==> src/rtl/cc_wb_pkg.sv <==
// Shared definitions for the writeback-bus selector and its arbiter.
// Holds default widths, well-known source indices and the output-slot state type.
package cc_wb_pkg;

  localparam int CC_WB_DATAWIDTH     = 32;
  localparam int CC_WB_REGADDR_WIDTH = 5;

  // Fixed source slots; index 0 is the main-memory load path (highest legacy priority).
  localparam int SRC_MEM = 0;
  localparam int SRC_ALU = 1;
  localparam int SRC_MUL = 2;
  localparam int SRC_CSR = 3;

  typedef enum logic {
    WB_EMPTY = 1'b0,
    WB_FULL  = 1'b1
  } wb_state_e;

  // Next round-robin start position after index idx among n sources.
  function automatic int wrap_inc(input int idx, input int n);
    return (idx + 1 >= n) ? 0 : idx + 1;
  endfunction

endpackage

==> src/rtl/cc_rr_arbiter.sv <==
// Combinational rotate-priority encoder: picks the first requester at or
// above i_ptr, wrapping at NUM_SOURCES-1. Produces a one-hot grant and its index.
// Reusable at any arbitration point; tie i_ptr to zero for fixed priority.
module cc_rr_arbiter
  import cc_wb_pkg::*;
#(
  parameter int NUM_SOURCES = 4,
  parameter int SRC_WIDTH   = $clog2(NUM_SOURCES)
) (
  input  logic [NUM_SOURCES-1:0] i_req,
  input  logic [SRC_WIDTH-1:0]   i_ptr,
  output logic [NUM_SOURCES-1:0] o_grant,
  output logic [SRC_WIDTH-1:0]   o_idx
);

  // Scan offsets 0..N-1 from the pointer; the first requesting candidate wins.
  always_comb begin
    logic w_found;
    w_found = 1'b0;
    o_grant = '0;
    o_idx   = '0;
    for (int off = 0; off < NUM_SOURCES; off++) begin
      for (int j = 0; j < NUM_SOURCES; j++) begin
        if (!w_found && i_req[j] &&
            (j == ((int'(i_ptr) + off) % NUM_SOURCES))) begin
          w_found    = 1'b1;
          o_grant[j] = 1'b1;
          o_idx      = SRC_WIDTH'(j);
        end
      end
    end
  end

endmodule

==> src/rtl/cc_wb_arbiter_mux.sv <==
// N-source writeback-bus selector: arbitrates among holding requesters,
// registers the winning data/address/index and presents it with valid/ready
// toward the register-file write port. A slot is free when empty or being
// consumed, so a new entry can replace an accepted one with no bubble.
// Build option: define CC_WB_FIXED_PRIORITY_EN for fixed lowest-index-wins
// priority (no round-robin pointer); default is round-robin.
module cc_wb_arbiter_mux
  import cc_wb_pkg::*;
#(
  parameter int DATAWIDTH_BUS = CC_WB_DATAWIDTH,
  parameter int NUM_SOURCES   = 4,
  parameter int REGADDR_WIDTH = CC_WB_REGADDR_WIDTH,
  parameter int SRC_WIDTH     = $clog2(NUM_SOURCES)
) (
  input  logic                                   CC_WB_CLOCK_50,
  input  logic                                   CC_WB_RESET_InLow,
  input  logic [NUM_SOURCES-1:0]                 CC_WB_req_InBUS,
  input  logic [NUM_SOURCES*DATAWIDTH_BUS-1:0]   CC_WB_data_InBUS,
  input  logic [NUM_SOURCES*REGADDR_WIDTH-1:0]   CC_WB_addr_InBUS,
  output logic [NUM_SOURCES-1:0]                 CC_WB_grant_OutBUS,
  output logic [DATAWIDTH_BUS-1:0]               CC_WB_data_OutBUS,
  output logic [REGADDR_WIDTH-1:0]               CC_WB_addr_OutBUS,
  output logic [SRC_WIDTH-1:0]                   CC_WB_src_OutBUS,
  output logic                                   CC_WB_valid_Out,
  input  logic                                   CC_WB_ready_In
);

  wb_state_e                r_state;
  wb_state_e                w_state_nxt;
  logic [DATAWIDTH_BUS-1:0] r_data;
  logic [REGADDR_WIDTH-1:0] r_addr;
  logic [SRC_WIDTH-1:0]     r_src;
  logic [SRC_WIDTH-1:0]     w_ptr;
  logic [NUM_SOURCES-1:0]   w_arb_grant;
  logic [SRC_WIDTH-1:0]     w_arb_idx;
  logic                     w_free;
  logic                     w_grant_any;
  logic [DATAWIDTH_BUS-1:0] w_sel_data;
  logic [REGADDR_WIDTH-1:0] w_sel_addr;

  assign w_free = (r_state == WB_EMPTY) || CC_WB_ready_In;

`ifdef CC_WB_FIXED_PRIORITY_EN
  // Fixed priority: scan always starts at source 0 (memory beats ALU).
  assign w_ptr = '0;
`else
  logic [SRC_WIDTH-1:0] r_ptr;
  assign w_ptr = r_ptr;

  // Advance the round-robin start just past the granted source.
  always_ff @(posedge CC_WB_CLOCK_50 or negedge CC_WB_RESET_InLow) begin
    if (!CC_WB_RESET_InLow) begin
      r_ptr <= '0;
    end else if (w_grant_any) begin
      r_ptr <= SRC_WIDTH'(wrap_inc(int'(w_arb_idx), NUM_SOURCES));
    end
  end
`endif

  cc_rr_arbiter #(
    .NUM_SOURCES (NUM_SOURCES),
    .SRC_WIDTH   (SRC_WIDTH)
  ) u_arb (
    .i_req   (CC_WB_req_InBUS),
    .i_ptr   (w_ptr),
    .o_grant (w_arb_grant),
    .o_idx   (w_arb_idx)
  );

  // Grant only into a free slot, and never while reset is held.
  always_comb begin
    CC_WB_grant_OutBUS = '0;
    if (CC_WB_RESET_InLow && w_free) begin
      CC_WB_grant_OutBUS = w_arb_grant;
    end
  end

  assign w_grant_any = |CC_WB_grant_OutBUS;

  // One-hot mux of the granted source's data and destination address.
  always_comb begin
    w_sel_data = '0;
    w_sel_addr = '0;
    for (int i = 0; i < NUM_SOURCES; i++) begin
      if (w_arb_grant[i]) begin
        w_sel_data = CC_WB_data_InBUS[i*DATAWIDTH_BUS +: DATAWIDTH_BUS];
        w_sel_addr = CC_WB_addr_InBUS[i*REGADDR_WIDTH +: REGADDR_WIDTH];
      end
    end
  end

  // Output-slot state register.
  always_ff @(posedge CC_WB_CLOCK_50 or negedge CC_WB_RESET_InLow) begin
    if (!CC_WB_RESET_InLow) begin
      r_state <= WB_EMPTY;
    end else begin
      r_state <= w_state_nxt;
    end
  end

  // A grant fills the slot; otherwise an accepted entry empties it; a stall holds.
  always_comb begin
    w_state_nxt = r_state;
    if (w_grant_any) begin
      w_state_nxt = WB_FULL;
    end else if (CC_WB_ready_In) begin
      w_state_nxt = WB_EMPTY;
    end
  end

  // Capture the winning entry; it overwrites any entry consumed this cycle.
  always_ff @(posedge CC_WB_CLOCK_50 or negedge CC_WB_RESET_InLow) begin
    if (!CC_WB_RESET_InLow) begin
      r_data <= '0;
      r_addr <= '0;
      r_src  <= '0;
    end else if (w_grant_any) begin
      r_data <= w_sel_data;
      r_addr <= w_sel_addr;
      r_src  <= w_arb_idx;
    end
  end

  assign CC_WB_data_OutBUS = r_data;
  assign CC_WB_addr_OutBUS = r_addr;
  assign CC_WB_src_OutBUS  = r_src;
  assign CC_WB_valid_Out   = (r_state == WB_FULL);

endmodule
==> config.mk <==
export PLATFORM = sky130hd
export DESIGN_NAME = cc_wb_arbiter_mux
export DESIGN_NICKNAME = d
export VERILOG_FILES = /design/src/rtl/cc_wb_pkg.sv /design/src/rtl/cc_rr_arbiter.sv /design/src/rtl/cc_wb_arbiter_mux.sv
export SDC_FILE = /design/constraint.sdc
export NUM_CORES = 1
export LEC_CHECK = 0
export CAP_MARGIN = 0
export CORE_ASPECT_RATIO = 1.1
export CORE_MARGIN = 2
export CORE_UTILIZATION = 37
export CTS_CLUSTER_SIZE = 14
export DETAILED_ROUTE_END_ITERATION = 8
export MAX_ROUTING_LAYER = met4
export PLACE_DENSITY = 0.83
export SYNTH_ARGS = -nofsm -noshare
export SYNTH_HDL_FRONTEND = slang
export SYNTH_SLANG_ARGS = --single-unit
==> constraint.sdc <==
create_clock -name CC_WB_CLOCK_50 -period 4.9 [get_ports CC_WB_CLOCK_50]
set_clock_uncertainty 0.05 [all_clocks]
set_input_delay 0.49 -clock CC_WB_CLOCK_50 [delete_from_list [all_inputs] [get_ports CC_WB_CLOCK_50]]
set_output_delay 0.49 -clock CC_WB_CLOCK_50 [all_outputs]
set_load 0.02 [all_outputs]
; ---- Yosys cells after proc, flatten, opt, wreduce, memory -nomap -nowiden
; Cells that the tools add are included.
; W data, S select, Z words.
[totals]
register_bits = 42
out_inout_bits = 44
wordCells = 140
[classes]
add_sub_neg = 4
n_lt_le_gt_ge = 1
n_mux = 57
n_reduce_logical = 57
bitwise = 4
n_eq_ne = 12
[op_table]
columns = cell, count
row1 = $logic_not A32 Y1, 4
row2 = $mux W32, 4
row3 = $mux W1, 33
row4 = $logic_and A1 B1 Y1, 32
row5 = $mux W2, 15
row6 = $mux W5, 4
row7 = $eq A3 B3 Y1 const A, 6
row8 = $logic_not A1 Y1, 15
row9 = $eq A2 B3 Y1 const A, 3
row10 = $reduce_or A2 Y1, 3
row11 = $add A2 B2 Y2 const B, 2
row12 = $eq A2 B2 Y1 const A, 2
row13 = $mux W4, 1
row14 = $reduce_or A4 Y1, 1
row15 = $add A2 B1 Y3 const B, 1
row16 = $and A1 B1 Y1 const A, 3
row17 = $ge A3 B3 Y1 const B, 1
row18 = $add A2 B1 Y2 const B, 1
row19 = $eq A1 B2 Y1 const A, 1
row20 = $reduce_bool A2 Y1, 1
row21 = $logic_or A1 B1 Y1, 1
row22 = $not A1 Y1, 1

; ---- Longest topological paths before layout
[logic_depth]
depth_word = 66
mapped_depth = 8
mapped_depth_nobuf = 5

; ---- By module
; A second synthesis with hierarchy kept.
[hier_totals]
cells_unflattened = 387
hier_area_um2 = 3110.5
[by_module_without_submodules]
columns = mod, seq_area_each_um2, area_per_inst_um2, cells_each, n_inst
row1 = cc_wb_arbiter_mux, 1051.0, 2961.6, 363, 1
row2 = cc_rr_arbiter, 0.0, 148.9, 24, 1

; ---- Least setup slack after synthesis
; Ideal clock, no wire load.
[synth_path]
kind = input to output
from = in CC_WB_req_InBUS[3]
to = out CC_WB_grant_OutBUS[2]
n_path_buf = 2
setup_slack_ns = 2.825
arrival_time_ns = 1.535
cell_stages = 6
cell_sequence = nor2_1 -> o211ai_2 -> and2_1 -> buf_6 -> buf_6 -> nor2_1
[synth_between]
elab_chain_len = 48
word_cells_on_any_way = 50
[synth_lines]
columns = item, line
row1 = start: declaration, cc_wb_arbiter_mux.sv:17  ; input logic [NUM_SOURCES-1:0] CC_WB_req_InBUS,
row2 = $logic_and A1 B1 Y1 (2 in a row), cc_rr_arbiter.sv:24  ; if (!w_found && i_req[j] &&
row3 = $mux W1, cc_rr_arbiter.sv:24
row4 = $logic_not A1 Y1, cc_rr_arbiter.sv:24
row5 = $logic_and A1 B1 Y1 (2 in a row), cc_rr_arbiter.sv:24
row6 = $mux W1, cc_rr_arbiter.sv:24
row7 = $logic_not A1 Y1, cc_rr_arbiter.sv:24
row8 = $logic_and A1 B1 Y1 (2 in a row), cc_rr_arbiter.sv:24
row9 = $mux W1, cc_rr_arbiter.sv:24
row10 = [27 not listed], -
row11 = $mux W1, cc_rr_arbiter.sv:24
row12 = $logic_not A1 Y1, cc_rr_arbiter.sv:24
row13 = $logic_and A1 B1 Y1 (2 in a row), cc_rr_arbiter.sv:24
row14 = $mux W1, cc_rr_arbiter.sv:24
row15 = $logic_not A1 Y1, cc_rr_arbiter.sv:24
row16 = $logic_and A1 B1 Y1 (2 in a row), cc_rr_arbiter.sv:24
row17 = $mux W1 (*), cc_rr_arbiter.sv:24
row18 = $mux W4 (*), cc_wb_arbiter_mux.sv:73  ; if (CC_WB_RESET_InLow && w_free) begin
row19 = end: declaration, cc_wb_arbiter_mux.sv:20  ; output logic [NUM_SOURCES-1:0] CC_WB_grant_OutBUS,
; Every way passes the cells marked *; elsewhere a longest branch is shown, timed or not.

; ---- Worst setup path in the final report
; Same ends and word-level chain as after synthesis.

==> impl_metrics.ini <==
[run_status]
status = finished, final reports clean

[floorplanning]
die_w_um = 84.9
die_y_um = 93.0
die_area_um2 = 7890
coreArea_um2 = 7010
rows = 32
initial_core_util_pct = 38.0
pin_count = 199

[sta]
setup_viol = 0
relSlewSlack_pct = 41.7
fin_crit_ns = 3.10
fmax_mhz = 323
hold_ws_ns = 0.223
fin_setup_tns_ns = 0
slew_violations = 0
max_slew.worst_pin.slew_ns = 0.875
grt_setup_unrepaired = false
post-route-period-util_pct = 63.2
hold_violations = 0

[worst_setup_path]
cpPeakStageDelay_ns = 0.67
setup.worst_path.end_class = output pin
r2r_cells = 6
slowest_stage = clkdlybuf4s50_1
crit_chain = clkdlybuf4s50_1, nor2_1, o211ai_4, and2_1, nor2_1, clkdlybuf4s50_1
start_kind = input port
worstReg2RegStart = CC_WB_valid_Out
crit_fanout = 6
arrival_ns = 2.56
r2r_slack_ns = 2.60
crit_required_ns = 4.36
crit_type = input port to output pin
r2r_end = CC_WB_data_OutBUS[27]

[yosys]
syn-num-nets = 451
yosys_register_bits = 42
syn-cell-area_um2 = 2660
synthCells = 296
synthDistinctLibCells = 30
yosysSeqAreaShare_pct = 39.5
syn_area_per_cell_um2 = 8.99
yosys_warnings = 0

[power]
leakage_nw = 1.81
total_power_w = 0.00175
p_per_area_nw_per_um2 = 370
worst_ir_drop_vdd_uv = 223

[drt]
via_per_inst = 5.74
ant_nets = 0
dr.pass1.iters = 4
drt-initial-drc-count = 172
drc = 0
wl_per_cell_um = 18.6
routed_wl_um = 10500
via_count = 3225

[hold_path]
hp-class = input port to async pin

[layout]
design_area_um2 = 4720
antenna_cells = 0
drive_gt1_share_pct = 4.61
nNetsFinal = 631
areaGrowthSynthToFinish_pct = 77.3

[cts]
cts_setup_buffers = 0
cts_root_buffer = clkbuf_8
clock_latency_ns = 0.28
clock_path_buffers = 2
numCtsBuffers = 5
path_clk_slew_ns = 0.07
cts_tree = done
cts_sinks = 42
cts_max_level = 2
cts-resized-gates = 0
hold_buffers = 0

[global_route]
grt_pass1_vias = 3205
grt_pass1_wl_um = 16000
overflow = 0
grt_max_degree = 48
antenna_found_initial = 0
grt_usage_pct = 26.2

[place]
placed_area_um2 = 4610
dp_hpwl_um = 7300
port_buffers = 198
gp_congestion = 0.833

[flow_run]
maxCapViolations = 0
==> how the worst max path moves through the flow <==
stage                        from               endpoint  slack (ns)  depth (start not counted)
2_1_floorplan  CC_WB_req_InBUS[3]  CC_WB_grant_OutBUS[2]        2.82                          6
3_3_place_gp   CC_WB_req_InBUS[3]  CC_WB_data_OutBUS[26]        1.87                          6
3_5_place_dp   CC_WB_req_InBUS[3]  CC_WB_data_OutBUS[27]        1.74                          6
4_1_cts        CC_WB_req_InBUS[3]  CC_WB_grant_OutBUS[2]        1.79                          6
5_1_grt        CC_WB_req_InBUS[3]  CC_WB_grant_OutBUS[2]        1.66                          6
6_report       CC_WB_req_InBUS[3]  CC_WB_grant_OutBUS[2]        1.80                          6
==> synth_stat cells <==
library cell,count,area [µm²]
buf_6,7,78.8
nor2_1,6,22.5
dfrtp_1,42,1050
a21oi_1,38,190
a311oi_1,36,315
a221o_1,36,360
and2_1,1,6.26
a2bb2oi_1,1,8.76
o31ai_1,1,7.51
inv_1,2,7.51
o211ai_2,1,12.5
nand2b_1,2,12.5
nand2_2,1,6.26
nor2b_1,3,18.8
clkbuf_1,10,37.5
o32ai_2,1,16.3
inv_2,1,3.75
a211o_1,2,17.5
a32o_1,1,10.0
o211a_1,1,10.0
nand3_2,1,10.0
a221oi_1,1,8.76
o21ai_0,2,10.0
nand3b_1,1,7.51
o211ai_1,1,7.51
buf_4,10,75.1
nand2_1,77,289
a21o_1,2,15.0
o21a_1,2,15.0
buf_2,6,30.0
==> cells in the final DEF (no fill, tap or decap), types with 2 or more instances in the layout <==
cell type,n
nor2_1,5
buf_4,8
nand2b_1,2
clkbuf_8,5
o21a_1,2
inv_1,2
nand2_1,77
a311oi_1,36
dfrtp_1,42
a221o_1,36
nor2b_1,3
a21oi_1,38
a211o_1,2
clkbuf_1,2
clkdlybuf4s50_1,197
o21ai_0,2
==> flip-flops by register name (all words and copies together) (netlist names) <==
name,flops
r_ptr,2
CC_WB_data_OutBUS,32
CC_WB_valid_Out,1
CC_WB_src_OutBUS,2
CC_WB_addr_OutBUS,5
==> worst max-delay path, delay by kind of cell <==
family | cells | cell delay, ns
AND/OR/NAND/NOR | 3 | 0.72
AO/OA/AOI/OAI | 1 | 0.13
buffers and inverters | 2 | 1.22
==> kinds of logic (layout without fill, tap and decap cells) <==
kind of cell,Yosys count,count (layout),share of synthesized area [%]
compound gates,126,126,37.8
buf+inv,36,217,8.74
flops,42,42,39.5
simple gates,92,92,14.0
==> metal layers <==
layer | part of all wire (%) | track usage (%)
met1 | 40 | 30.6
met2 | 50 | 45.3
met3 | 7.6 | 5.26
met4 | 2.0 | 8.60
met5 | 0 | -
==> cell type report <==
class | instances | area, µm²
fillers | 592 | 2290
repair buffers | 206 | 2040
multi-input cells | 218 | 1410
flip-flops and latches | 42 | 1050
well taps | 85 | 106
clock buffers | 7 | 76.3
clock inverters | 1 | 30.0
inverters | 3 | 11.3
==> through the flow <==
stage	util [%]	instances	setup slack, ns
2_1_floorplan	-	296	2.82
3_3_place_gp	65.8	554	1.87
3_5_place_dp	65.8	554	1.74
4_1_cts	67.3	562	1.79
5_1_grt	67.3	562	1.66
6_report	67.3	562	1.80
==> power breakdown <==
| part | total, W | internal (W) | leakage (nW) | switching [W] |
|---|---|---|---|---|
| combinational | 0.000929 | 0.000474 | 1.24 | 0.000454 |
| sequential | 0.000551 | 0.000467 | 0.519 | 0.0000844 |
| clock | 0.000266 | 0.000153 | 0.0524 | 0.000113 |
| total | 0.00175 | 0.00109 | 1.81 | 0.000652 |
Power figures use the tool's default switching activity.
